===== src/rtl/imem_loader_pkg.sv =====
// Shared constants and FSM state encoding for the instruction-memory loader.
// Latency: n/a (declarations only). Backpressure: n/a.
// Contents: header/word/byte widths, packer count width, loader state enum.
package imem_loader_pkg;

  localparam int HDR_W          = 16;
  localparam int WORD_W         = 32;
  localparam int BYTE_W         = 8;
  localparam int BYTES_PER_WORD = WORD_W / BYTE_W;
  localparam int CNT_W          = 3;  // holds 0..BYTES_PER_WORD

  typedef enum logic [2:0] {
    S_IDLE,
    S_HDR_HI,
    S_HDR_LO,
    S_DATA,
    S_WRITE,
    S_RUN,
    S_ERROR
  } state_e;

endpackage


===== src/rtl/imem_loader_if.sv =====
// Byte-stream valid/ready channel feeding the loader.
// Latency: n/a (wires only). Backpressure: sink drops in_ready to stall the source.
// Ports: in_valid/in_data driven by master (source), in_ready driven by slave (loader).
interface imem_loader_if;
  import imem_loader_pkg::*;

  logic              in_valid;
  logic [BYTE_W-1:0] in_data;
  logic              in_ready;

  modport master (output in_valid, output in_data, input in_ready);
  modport slave  (input in_valid, input in_data, output in_ready);

endinterface


===== src/rtl/imem_loader_byte_packer.sv =====
// 4-byte big-endian shift register: first pushed byte ends up in bits 31:24.
// Latency: word_o/cnt_o/full_o reflect a push on the following cycle. Backpressure: pushes ignored while full.
// Ports: clk, rst_n, clr_i (drop count), push_i/byte_i (new byte), word_o, cnt_o, full_o.
module imem_loader_byte_packer
  import imem_loader_pkg::*;
(
  input  logic              clk,
  input  logic              rst_n,
  input  logic              clr_i,
  input  logic              push_i,
  input  logic [BYTE_W-1:0] byte_i,
  output logic [WORD_W-1:0] word_o,
  output logic [CNT_W-1:0]  cnt_o,
  output logic              full_o
);

  logic [WORD_W-1:0] word_q, word_d;
  logic [CNT_W-1:0]  cnt_q, cnt_d;

  assign full_o = (cnt_q == CNT_W'(BYTES_PER_WORD));
  assign word_o = word_q;
  assign cnt_o  = cnt_q;

  always_comb begin
    word_d = word_q;
    cnt_d  = cnt_q;
    if (clr_i) begin
      cnt_d = '0;
    end else if (push_i && !full_o) begin
      word_d = {word_q[WORD_W-BYTE_W-1:0], byte_i};
      cnt_d  = cnt_q + CNT_W'(1);
    end
  end

  always_ff @(posedge clk or negedge rst_n) begin
    if (!rst_n) begin
      word_q <= '0;
      cnt_q  <= '0;
    end else begin
      word_q <= word_d;
      cnt_q  <= cnt_d;
    end
  end

endmodule


===== src/rtl/imem_loader.sv =====
// Boot loader: parses a big-endian word-count header then streams words into IMEM, then releases the core.
// Latency: one WRITE cycle after each 4th data byte; cpu_run rises the cycle after the last write.
// Backpressure: in_ready low outside HDR_HI/HDR_LO/DATA; in_valid low simply stalls, no timeout.
// Ports: clk, rst_n, start, s_if (byte stream), imem_we/imem_addr/imem_wdata, cpu_run, done, err.
module imem_loader
  import imem_loader_pkg::*;
#(
  parameter int          IMEM_WORDS = 64,
  parameter logic [31:0] BASE_ADDR  = 32'h0000_0000
) (
  input  logic        clk,
  input  logic        rst_n,
  input  logic        start,
  imem_loader_if.slave s_if,
  output logic        imem_we,
  output logic [31:0] imem_addr,
  output logic [31:0] imem_wdata,
  output logic        cpu_run,
  output logic        done,
  output logic        err
);

  // One extra bit so IMEM_WORDS up to 65536 compares correctly against a 16-bit count.
  localparam logic [HDR_W:0] MAX_N = (HDR_W + 1)'(IMEM_WORDS);

  state_e            state_q, state_d;
  logic [HDR_W-1:0]  n_q, n_d;
  logic [HDR_W-1:0]  k_q, k_d;
  logic [31:0]       addr_q, addr_d;
  logic [31:0]       wdata_q, wdata_d;

  logic              accept;
  logic              last_word;
  logic [HDR_W-1:0]  n_hdr;
  logic [31:0]       wr_addr;

  logic              pk_clr, pk_push, pk_full;
  logic [WORD_W-1:0] pk_word;
  logic [CNT_W-1:0]  pk_cnt;

  imem_loader_byte_packer u_packer (
    .clk    (clk),
    .rst_n  (rst_n),
    .clr_i  (pk_clr),
    .push_i (pk_push),
    .byte_i (s_if.in_data),
    .word_o (pk_word),
    .cnt_o  (pk_cnt),
    .full_o (pk_full)
  );

  assign s_if.in_ready = (state_q == S_HDR_HI) || (state_q == S_HDR_LO) || (state_q == S_DATA);
  assign accept        = s_if.in_valid && s_if.in_ready;
  assign n_hdr         = {n_q[HDR_W-1:BYTE_W], s_if.in_data};
  assign last_word     = (k_q == n_q - HDR_W'(1));
  // Byte address of word k; the 32-bit add wraps naturally.
  assign wr_addr       = BASE_ADDR + {{(32-HDR_W-2){1'b0}}, k_q, 2'b00};

  // During WRITE the live word/address are shown; otherwise the last written values are held.
  assign imem_we    = (state_q == S_WRITE) && pk_full;
  assign imem_addr  = imem_we ? wr_addr : addr_q;
  assign imem_wdata = imem_we ? pk_word : wdata_q;
  assign done       = imem_we && last_word;
  assign cpu_run    = (state_q == S_RUN);
  assign err        = (state_q == S_ERROR);

  always_comb begin
    state_d = state_q;
    n_d     = n_q;
    k_d     = k_q;
    addr_d  = addr_q;
    wdata_d = wdata_q;
    pk_clr  = 1'b0;
    pk_push = 1'b0;
    unique case (state_q)
      S_IDLE, S_RUN, S_ERROR: begin
        if (start) begin
          state_d = S_HDR_HI;
          n_d     = '0;
          k_d     = '0;
          pk_clr  = 1'b1;
        end
      end
      S_HDR_HI: begin
        if (accept) begin
          n_d     = {s_if.in_data, BYTE_W'(0)};
          state_d = S_HDR_LO;
        end
      end
      S_HDR_LO: begin
        if (accept) begin
          n_d = n_hdr;
          if (n_hdr == '0 || {1'b0, n_hdr} > MAX_N) begin
            state_d = S_ERROR;
          end else begin
            state_d = S_DATA;
            k_d     = '0;
            pk_clr  = 1'b1;
          end
        end
      end
      S_DATA: begin
        if (accept) begin
          pk_push = 1'b1;
          if (pk_cnt == CNT_W'(BYTES_PER_WORD - 1)) state_d = S_WRITE;
        end
      end
      S_WRITE: begin
        addr_d  = wr_addr;
        wdata_d = pk_word;
        pk_clr  = 1'b1;
        if (last_word) begin
          state_d = S_RUN;
        end else begin
          k_d     = k_q + HDR_W'(1);
          state_d = S_DATA;
        end
      end
      default: state_d = S_IDLE;
    endcase
  end

  always_ff @(posedge clk or negedge rst_n) begin
    if (!rst_n) begin
      state_q <= S_IDLE;
      n_q     <= '0;
      k_q     <= '0;
      addr_q  <= BASE_ADDR;
      wdata_q <= '0;
    end else begin
      state_q <= state_d;
      n_q     <= n_d;
      k_q     <= k_d;
      addr_q  <= addr_d;
      wdata_q <= wdata_d;
    end
  end

endmodule


===== src/flat_wrapper.sv =====
// flat-port wrapper written by rule: the top's interface ports become plain ports
module imem_loader_flat import imem_loader_pkg::*;
#(
  parameter int          IMEM_WORDS = 64,
  parameter logic [31:0] BASE_ADDR  = 32'h0000_0000
)
  (clk, rst_n, start, imem_we, imem_addr, imem_wdata, cpu_run, done, err, s_if_in_valid, s_if_in_data, s_if_in_ready);
  imem_loader_if s_if_i ();
  input  logic clk;
  input  logic rst_n;
  input  logic start;
  output logic imem_we;
  output logic [31:0] imem_addr;
  output logic [31:0] imem_wdata;
  output logic cpu_run;
  output logic done;
  output logic err;
  input wire logic [$bits(s_if_i.in_valid)-1:0] s_if_in_valid;
  input wire logic [$bits(s_if_i.in_data)-1:0] s_if_in_data;
  output wire logic [$bits(s_if_i.in_ready)-1:0] s_if_in_ready;
  assign s_if_i.in_valid = s_if_in_valid;
  assign s_if_i.in_data = s_if_in_data;
  assign s_if_in_ready = s_if_i.in_ready;
  imem_loader #(.IMEM_WORDS(IMEM_WORDS), .BASE_ADDR(BASE_ADDR)) u_core (.clk(clk), .rst_n(rst_n), .start(start), .s_if(s_if_i), .imem_we(imem_we), .imem_addr(imem_addr), .imem_wdata(imem_wdata), .cpu_run(cpu_run), .done(done), .err(err));
endmodule

===== config.mk =====
export PLATFORM = sky130hd
export DESIGN_NAME = imem_loader_flat
export DESIGN_NICKNAME = d
export VERILOG_FILES = /design/src/rtl/imem_loader_pkg.sv /design/src/rtl/imem_loader_if.sv /design/src/rtl/imem_loader_byte_packer.sv /design/src/rtl/imem_loader.sv /design/src/flat_wrapper.sv
export SDC_FILE = /design/constraint.sdc
export NUM_CORES = 1
export LEC_CHECK = 0
export BUFFER_PORTS_ARGS = -buffer_cell sky130_fd_sc_hd__clkbuf_2
export CAP_MARGIN = 20
export CELL_PAD_IN_SITES_DETAIL_PLACEMENT = 1
export CELL_PAD_IN_SITES_GLOBAL_PLACEMENT = 1
export CORE_MARGIN = 2
export CORE_UTILIZATION = 48
export CTS_CLUSTER_SIZE = 40
export DETAILED_ROUTE_END_ITERATION = 8
export PLACE_DENSITY = 0.9
export SETUP_SLACK_MARGIN = 0.1
export SLEW_MARGIN = 25
export SYNTH_ARGS = -nofsm -noshare
export SYNTH_HDL_FRONTEND = slang
export SYNTH_SLANG_ARGS = --single-unit

===== constraint.sdc =====
create_clock -name clk -period 6.6 [get_ports clk]
set_input_delay 0.66 -clock clk [delete_from_list [all_inputs] [get_ports clk]]
set_output_delay 0.66 -clock clk [all_outputs]
set_load 0.01 [all_outputs]

Yosys cells after proc, flatten, opt, wreduce, memory -nomap -nowiden
Index checks and enable logic that the tools add are counted.

storage, ports and cells
  bits of input ports = 12
  register bits after elaboration = 118
  word-level logic and storage cells = 76
  output and inout port bits = 69

operators by class
  magnitude comparators = 1
  mux-type cells = 26
  reductions and logical operators = 20
  equal/unequal tests = 16
  $add $sub $neg = 3
  bitwise gates (word level) = 2

operator list
  kind                                                  count
  case mux 16 bit (3 select lines)                      2
  two-way mux 16 bit                                    5
  two-way mux 32 bit                                    1
  two-way mux 3 bit                                     9
  two-way mux 18 bit                                    1
  adder 16 x 1 -> 16 bit (second input constant)        1
  equality test 16 bit                                  1
  > comparator 16 x 7 -> 1 bit (second input constant)  1
  zero test 16 bit                                      1
  subtractor 16 x 1 -> 16 bit (second input constant)   1
  case mux 3 bit (5 select lines)                       1
  equality test 3 bit (second input constant)           4
  AND reduction 5 bit                                   2
  equality test 3 x 2 -> 1 bit (second input constant)  3
  two-way mux 8 bit                                     1
  != test 2 bit (second input constant)                 4
  AND reduction 4 bit                                   2
  != test 2 x 1 -> 1 bit (second input constant)        3
  nonzero test 3 bit                                    2
  two-way mux 1 bit                                     5
  logical AND 1 bit                                     4
  nonzero test 2 bit                                    2
  adder 3 x 1 -> 3 bit (second input constant)          1
  equality test 3 x 1 -> 1 bit (second input constant)  1
  other kinds (7)                                       10

Depth between registers and ports, before layout
Gate-level depths: netlist of run 1.

  depth in word-level cells = 9
  gate-level depth with buffers = 11
  gate-level depth less buffers = 9

Modules after synthesis
From an unflattened synthesis of run 1, not the netlist that was laid out.

second synthesis, totals
  cell total of the unflattened synthesis = 792
  area, all modules = 6,769.0 um^2

by module, submodules not included
  module                   sequential area each (um^2)  instances  cells an instance  area each (um^2)
  imem_loader              2,077.0                      1          707                5,230.0
  imem_loader_byte_packer  875.8                        1          85                 1,539.0

Worst setup path after synthesis of run 1
Ideal clock, no wire load.

  path kind = register -> output
  start point = reg u_core.n_q[0]
  end point = out done
  setup slack = 3.679 ns
  required time = 5.940 ns
  path buffers = 0
  arrival = 2.261 ns
  stages on the path, launching flop included = 9
  cells stage by stage = dfrtp_1 > inv_1 > ha_1 > nor3b_1 > nand4_2 > or4_1 > o211ai_2 > nand3_1 > nor3_1

on the way
  longest elaborated chain between the ends = 3

ends and longest elaborated chain
  element                      line                source
  start, declared              imem_loader.sv:27   logic [HDR_W-1:0] n_q, n_d;
  start signal, assigned       imem_loader.sv:132  n_q <= n_d;
  subtractor 16 x 1 -> 16 bit  imem_loader.sv:55   assign last_word = (k_q == n_q - HDR_W'(1));
  equality test 16 bit         imem_loader.sv:55
  logical AND 1 bit            imem_loader.sv:63   assign done = imem_we && last_word;
  end, declared                flat_wrapper.sv:16  output logic done;

Every way passes these cells.

Worst setup path in the final report of run 1
Ends and elaborated chain as after synthesis.

==> flow_summary.json, run 1 <==
{
  "outcome": "complete, no violations",
  "n_antenna_cell": 0,
  "fin_nets": 735,
  "dpl_worst_slack_ns": 3.179,
  "skew_ns": 0.008054,
  "hp-class": "primary input to asynchronous set/reset pin",
  "grt_setup_unrepaired": "false",
  "fp-row-count": 41,
  "ctsHtreeMaxLevel": 4,
  "synth_area_per_cell_um2": 9.469,
  "grt_max_degree": 87,
  "p_leak_nw": 3.528,
  "startpoint_type": "flop",
  "finalHoldViolCount": 0,
  "vias": 5203,
  "die_area_um2": 14030,
  "min_period_ns": 3.807,
  "post_route_cells_drive_above_1_share": 0.2599,
  "holdBufCountCts": 0,
  "crit_path_cell_trace": "inv_1 > ha_1 > nor3b_1 > nand4_2 > or4_1 > o211ai_2 > nand3_1 > nor3_1 > clkbuf_2",
  "cap_violations": 0,
  "io_buffers": 64,
  "maxSlewHeadroom": 0.4126,
  "final_cell_mix": "179 x nand2_1, 118 x dfrtp_1, 81 x mux2_2",
  "die_w_um": 118.5,
  "clock-root-buffer": "clkbuf_16",
  "critPathCaptureType": "output pin",
  "drt-total-wl_mm": 17.87,
  "postRouteAntennaNets": 0,
  "dieHeight_um": 118.5,
  "fin_cells": 903,
  "ys_seq_elements": 118,
  "r2r_slack_ns": 3.19,
  "drtPass1Iterations": 5,
  "path_buf_inv": 2,
  "drt_iter0_drc": 314,
  "drc": 0,
  "route.layer.met1.wl_mm": 7.784,
  "ys_types": 57,
  "grt_usage": 0.2618,
  "max_stage_delay_ns": 0.56,
  "synth-main-ff-cell": "dfrtp_1",
  "cts_setup_buffers": 0,
  "period_share": 0.5768,
  "critPathMaxFanout": 5,
  "synth_seq_area_share": 0.4697,
  "setup_slack_ns": 2.793,
  "r2r_cells": 9,
  "synth_edf_count": 0,
  "critPathSlowestCell": "or4_1",
  "nFillCells": 1480,
  "cts_sinks": 118,
  "antenna_found_initial": 0,
  "peakVddDrop_mv": 0.2374,
  "critical_path_required_ns": 5.94,
  "clk_path_buf_depth": 2,
  "cp.arrival_ns": 3.15,
  "grt_pass1_vias": 5339,
  "vias_per_cell": 5.762,
  "grt_pass1_wl_mm": 28.70,
  "routed-wl-met2_mm": 8.867,
  "cts_tree": "yes",
  "r2r-start": "u_core.n_q[0]",
  "highest_layer": "met4",
  "fmax_mhz": 262.7,
  "numCtsBuffers": 17,
  "start_util": 0.4942,
  "netlist_instances": 664,
  "yosys_warnings": 0,
  "clock_latency_ns": 0.43,
  "total_power_mw": 3.637,
  "final_common_cell": "nand2_1",
  "power_density_nw_per_um2": 501.2,
  "tightest_slew_ns": 0.8753,
  "syn_area_um2": 6287,
  "critical_path_class": "flop to output pin",
  "dp.cells": 871,
  "wl_met3_um": 887,
  "post_cts_resized": 0,
  "gp_congestion": 0.8603,
  "io_pins": 81,
  "wl_per_cell_um": 19.79,
  "path_clk_slew_ns": 0.05,
  "ys_async_sr_fraction": 1.000,
  "area_delta_synth_final_pct": 15.42,
  "fin_setup_tns_ns": 0,
  "slew_violations": 0,
  "finalSetupViolations": 0,
  "gr-total-overflow": 0,
  "crit_family": "simple AND/OR/NAND/NOR gates",
  "rr_endpoint": "u_core.k_q[14]",
  "core-area_um2": 12720,
  "dp_hpwl_mm": 12.09
}
==> worst max-delay path by stage <==
| stage | start | endpoint | cells after the start |
|---|---|---|---|
| after global routing | u_core.n_q[0] | done | 9 |
| final | u_core.n_q[0] | done | 9 |
| after floorplan | u_core.n_q[0] | done | 8 |
| after global placement | u_core.n_q[0] | done | 9 |
| after detailed placement | u_core.n_q[0] | u_core.k_q[14] | 9 |
| after CTS | u_core.n_q[0] | done | 9 |
==> per-layer routing <==
metal,global-route usage,vias up
met2,0.4357,160
met4,0.09896,0
met3,0.05357,29
met1,0.3372,2656
met5,0,-
li1,-,2358
==> synthesized netlist by cell type (6+ instances only) <==
master / instances / area share
nand2_1: 179 / 0.11
dfrtp_1: 118 / 0.47
mux2_2: 81 / 0.15
o21ai_0: 35 / 0.028
nand3_1: 27 / 0.021
clkbuf_1: 25 / 0.015
a21oi_1: 21 / 0.017
nor2_1: 21 / 0.013
inv_1: 17 / 0.010
buf_4: 16 / 0.019
xnor2_1: 16 / 0.022
or3_1: 11 / 0.011
nand4_1: 8 / 0.0080
and3_1: 7 / 0.0070
buf_1: 6 / 0.0036
nor3_1: 6 / 0.0048
==> worst reg2reg max path, stage by stage (launching register included) <==
cell	delay, ns
dfrtp_1	0.42
inv_1	0.08
ha_1	0.22
nor3b_1	0.48
nand4_2	0.21
or4_1	0.56
o211ai_2	0.11
and4bb_1	0.76
o21ai_0	0.27
a21oi_1	0.21
==> registers in the layout, indices dropped and copies added (netlist names) <==
signal,count
u_core.k_q,16
u_core.n_q,16
u_core.u_packer.cnt_o,3
u_core.addr_q,16
u_core.u_packer.word_o,32
u_core.wdata_q,32
u_core.state_q,3
==> where the power goes <==
group          total, mW  internal (mW)  switching [mW]
sequential          1.28          0.972           0.308
combinational       1.45          0.620           0.832
clock              0.904          0.581           0.324
==> cell families after synthesis <==
logic type | Yosys count | synth area share
buffers and inverters | 68 | 0.05393
XOR/XNOR | 21 | 0.02925
adder cells (fa/ha/maj) | 5 | 0.009950
flip-flops | 118 | 0.4697
multiplexers | 83 | 0.1483
AND/OR/NAND/NOR | 289 | 0.2105
AO/OA/AOI/OAI | 79 | 0.07781
other | 1 | 0.0005964
==> area by class of cell <==
class / count / area (um^2) / area share
Clock buffer: 23 / 478.0 / 0.06586
Multi-Input combinational cell: 493 / 3068 / 0.4228
Clock inverter: 9 / 100.1 / 0.01379
Sequential cell: 118 / 2953 / 0.4069
Timing Repair Buffer: 71 / 379.1 / 0.05224
Tap cell: 172 / 215.2 / 0.02966
Inverter: 17 / 63.81 / 0.008793
==> stage by stage <==
step / cell area [um^2] / hold slack [ns] / utilization
after global routing: 7257 / 0.1955 / 0.5704
after global placement: 6671 / 0.4527 / 0.5244
after CTS: 7249 / 0.1881 / 0.5698
after detailed placement: 6671 / 0.4590 / 0.5244
final: 7257 / 0.1870 / 0.5704
after floorplan: 6344 / 0.3644 / -
Note: power is estimated with default switching activity, not from simulation.
==> run 2: changes to the inputs <==
Settings changed: ABC_AREA from default to 1, CORE_UTILIZATION 48 to 43, PLACE_DENSITY 0.9 to 0.86.
Clock period 6.6 ns to 3.67 ns, I/O delays scaled along.
==> flow_summary.json, run 2 <==
{
  "critPathCaptureType": "output pin",
  "drt-total-wl_mm": 18.65,
  "wl_per_cell_um": 16.94,
  "utilization": 0.5093,
  "cap_violations": 0,
  "gr-total-overflow": 0,
  "gp_congestion": 0.8818,
  "dp_hpwl_mm": 12.42,
  "core-area_um2": 14530,
  "antenna_found_initial": 0,
  "period_share": 0.8616,
  "finalHoldViolCount": 0,
  "ys_seq_elements": 118,
  "min_period_ns": 3.162,
  "area_delta_synth_final_pct": 15.68,
  "clock-root-buffer": "clkbuf_16",
  "maxSlewHeadroom": 0.4953,
  "numCtsBuffers": 17,
  "synth.largest_area_cell": "dfrtp_1",
  "cts_sinks": 118,
  "ys_types": 33,
  "skew_ns": 0.005677,
  "critical_path_class": "flop to output pin",
  "cp.arrival_ns": 2.80,
  "die_w_um": 126.0,
  "drt_iter0_drc": 362,
  "synth_edf_count": 0,
  "yosysTopAreaCellShare": 0.4615,
  "io_buffers": 64,
  "n_antenna_cell": 0,
  "fmax_mhz": 316.2,
  "drtPass1Iterations": 5,
  "cts_tree": "yes",
  "total_power_mw": 6.365,
  "post_route_cells_drive_above_1_share": 0.1494,
  "syn_area_um2": 6399,
  "yosys_warnings": 0,
  "grt_setup_unrepaired": "false",
  "startpoint_type": "flop",
  "final_cell_mix": "244 x nand2_1, 146 x o21ai_0, 118 x dfrtp_1",
  "synth_seq_area_share": 0.4615,
  "fin_nets": 921,
  "critPathMaxFanout": 55,
  "synth-main-ff-cell": "dfrtp_1",
  "die_area_um2": 15870,
  "cts_setup_buffers": 0,
  "grt_usage": 0.2469,
  "netlist_instances": 856,
  "final_common_cell": "nand2_1",
  "power_density_nw_per_um2": 859.9,
  "clk_path_buf_depth": 2,
  "peakVddDrop_mv": 0.4305,
  "yosys-top-cells-count": "245 x nand2_1, 146 x o21ai_0, 118 x dfrtp_1, 92 x inv_1, 54 x nand3_1",
  "dieHeight_um": 126.0,
  "synth_area_leaders": "dfrtp_1 46%, nand2_1 14%, o21ai_0 11%",
  "holdBufCountCts": 1,
  "drc": 0,
  "ys_async_sr_fraction": 1.000,
  "clock_latency_ns": 0.43,
  "finalSetupViolations": 0,
  "io_pins": 81,
  "synth_area_per_cell_um2": 7.475,
  "hp-class": "primary input to flop",
  "vias_per_cell": 5.282,
  "p_leak_nw": 3.640,
  "postRouteAntennaNets": 0,
  "fp-row-count": 44,
  "tightest_slew_ns": 0.7514,
  "grt_max_degree": 76,
  "post_cts_resized": 0,
  "start_util": 0.4403,
  "vias": 5815,
  "grt_pass1_vias": 5951,
  "fin_setup_tns_ns": 0,
  "synth_most_common_cell": "nand2_1",
  "critical_path_required_ns": 3.30,
  "ctsHtreeMaxLevel": 4,
  "grt_pass1_wl_mm": 31.18,
  "path_clk_slew_ns": 0.06,
  "slew_violations": 0,
  "outcome": "complete, no violations"
}
==> run 2: critical path, stage by stage (launching register included) <==
cell,delay (ns)
dfrtp_1,0.43
nor2_1,0.29
nand2_4,0.37
nor2_1,0.31
inv_2,0.18
buf_4,0.29
o21ai_0,0.27
clkbuf_2,0.18
==> run 2: power by group <==
group	internal [mW]	switching (mW)
registers	1.71	0.307
clock network	1.17	0.626
logic	0.800	1.75
==> run 2: kinds of logic after synthesis <==
logic type,after synthesis,share of synthesized area
other,1,0.0005861
XOR/XNOR,22,0.03011
flip-flops,118,0.4615
AND/OR/NAND/NOR,397,0.2681
buffers and inverters,157,0.1074
adder cells (fa/ha/maj),5,0.009777
AO/OA/AOI/OAI,156,0.1226
==> run 2: stage by stage <==
step	setup slack, ns	instances	instance area [um^2]	hold WS (ns)
3_3_place_gp	1.124	1068	6763	0.4093
4_1_cts	0.5260	1101	7402	0.2389
3_5_place_dp	1.019	1068	6763	0.4169
6_report	0.5079	1101	7402	0.2596
2_1_floorplan	1.516	871	6455	0.07141
5_1_grt	0.3540	1101	7402	0.2572
==> run 2: layout make-up <==
class	instances	area, um^2
well taps	184	230.2
fillers	1842	7132
multi-input cells	596	2828
repair buffers	70	382.9
inverters	101	379.1
flip-flops and latches	118	2953
clock buffers	20	456.7
clock inverters	12	172.7
==> run 2: per-layer routing <==
layer	vias up	global-route usage	wire (um)	part of all wire
met5	-	0	0	0
met4	0	0.08080	326	0.017
met3	22	0.04248	727	0.039
met2	133	0.4016	8891	0.48
met1	2884	0.3376	8706	0.47
li1	2776	-	-	-
==> run 2: final timing paths <==
check | from | end | slack, ns | cells past startpoint
min in group asynchronous | rst_n | u_core.wdata_q[9] | 0.49 | 2
min reg2reg | u_core.addr_q[8] | u_core.addr_q[8] | 0.49 | 2
max in group asynchronous | rst_n | u_core.k_q[11] | 2.35 | 3
max | u_core.state_q[0] | imem_wdata[22] | 0.51 | 7
min | s_if_in_data[4] | u_core.u_packer.word_o[4] | 0.26 | 3
max reg2reg | u_core.state_q[1] | u_core.n_q[0] | 1.15 | 6
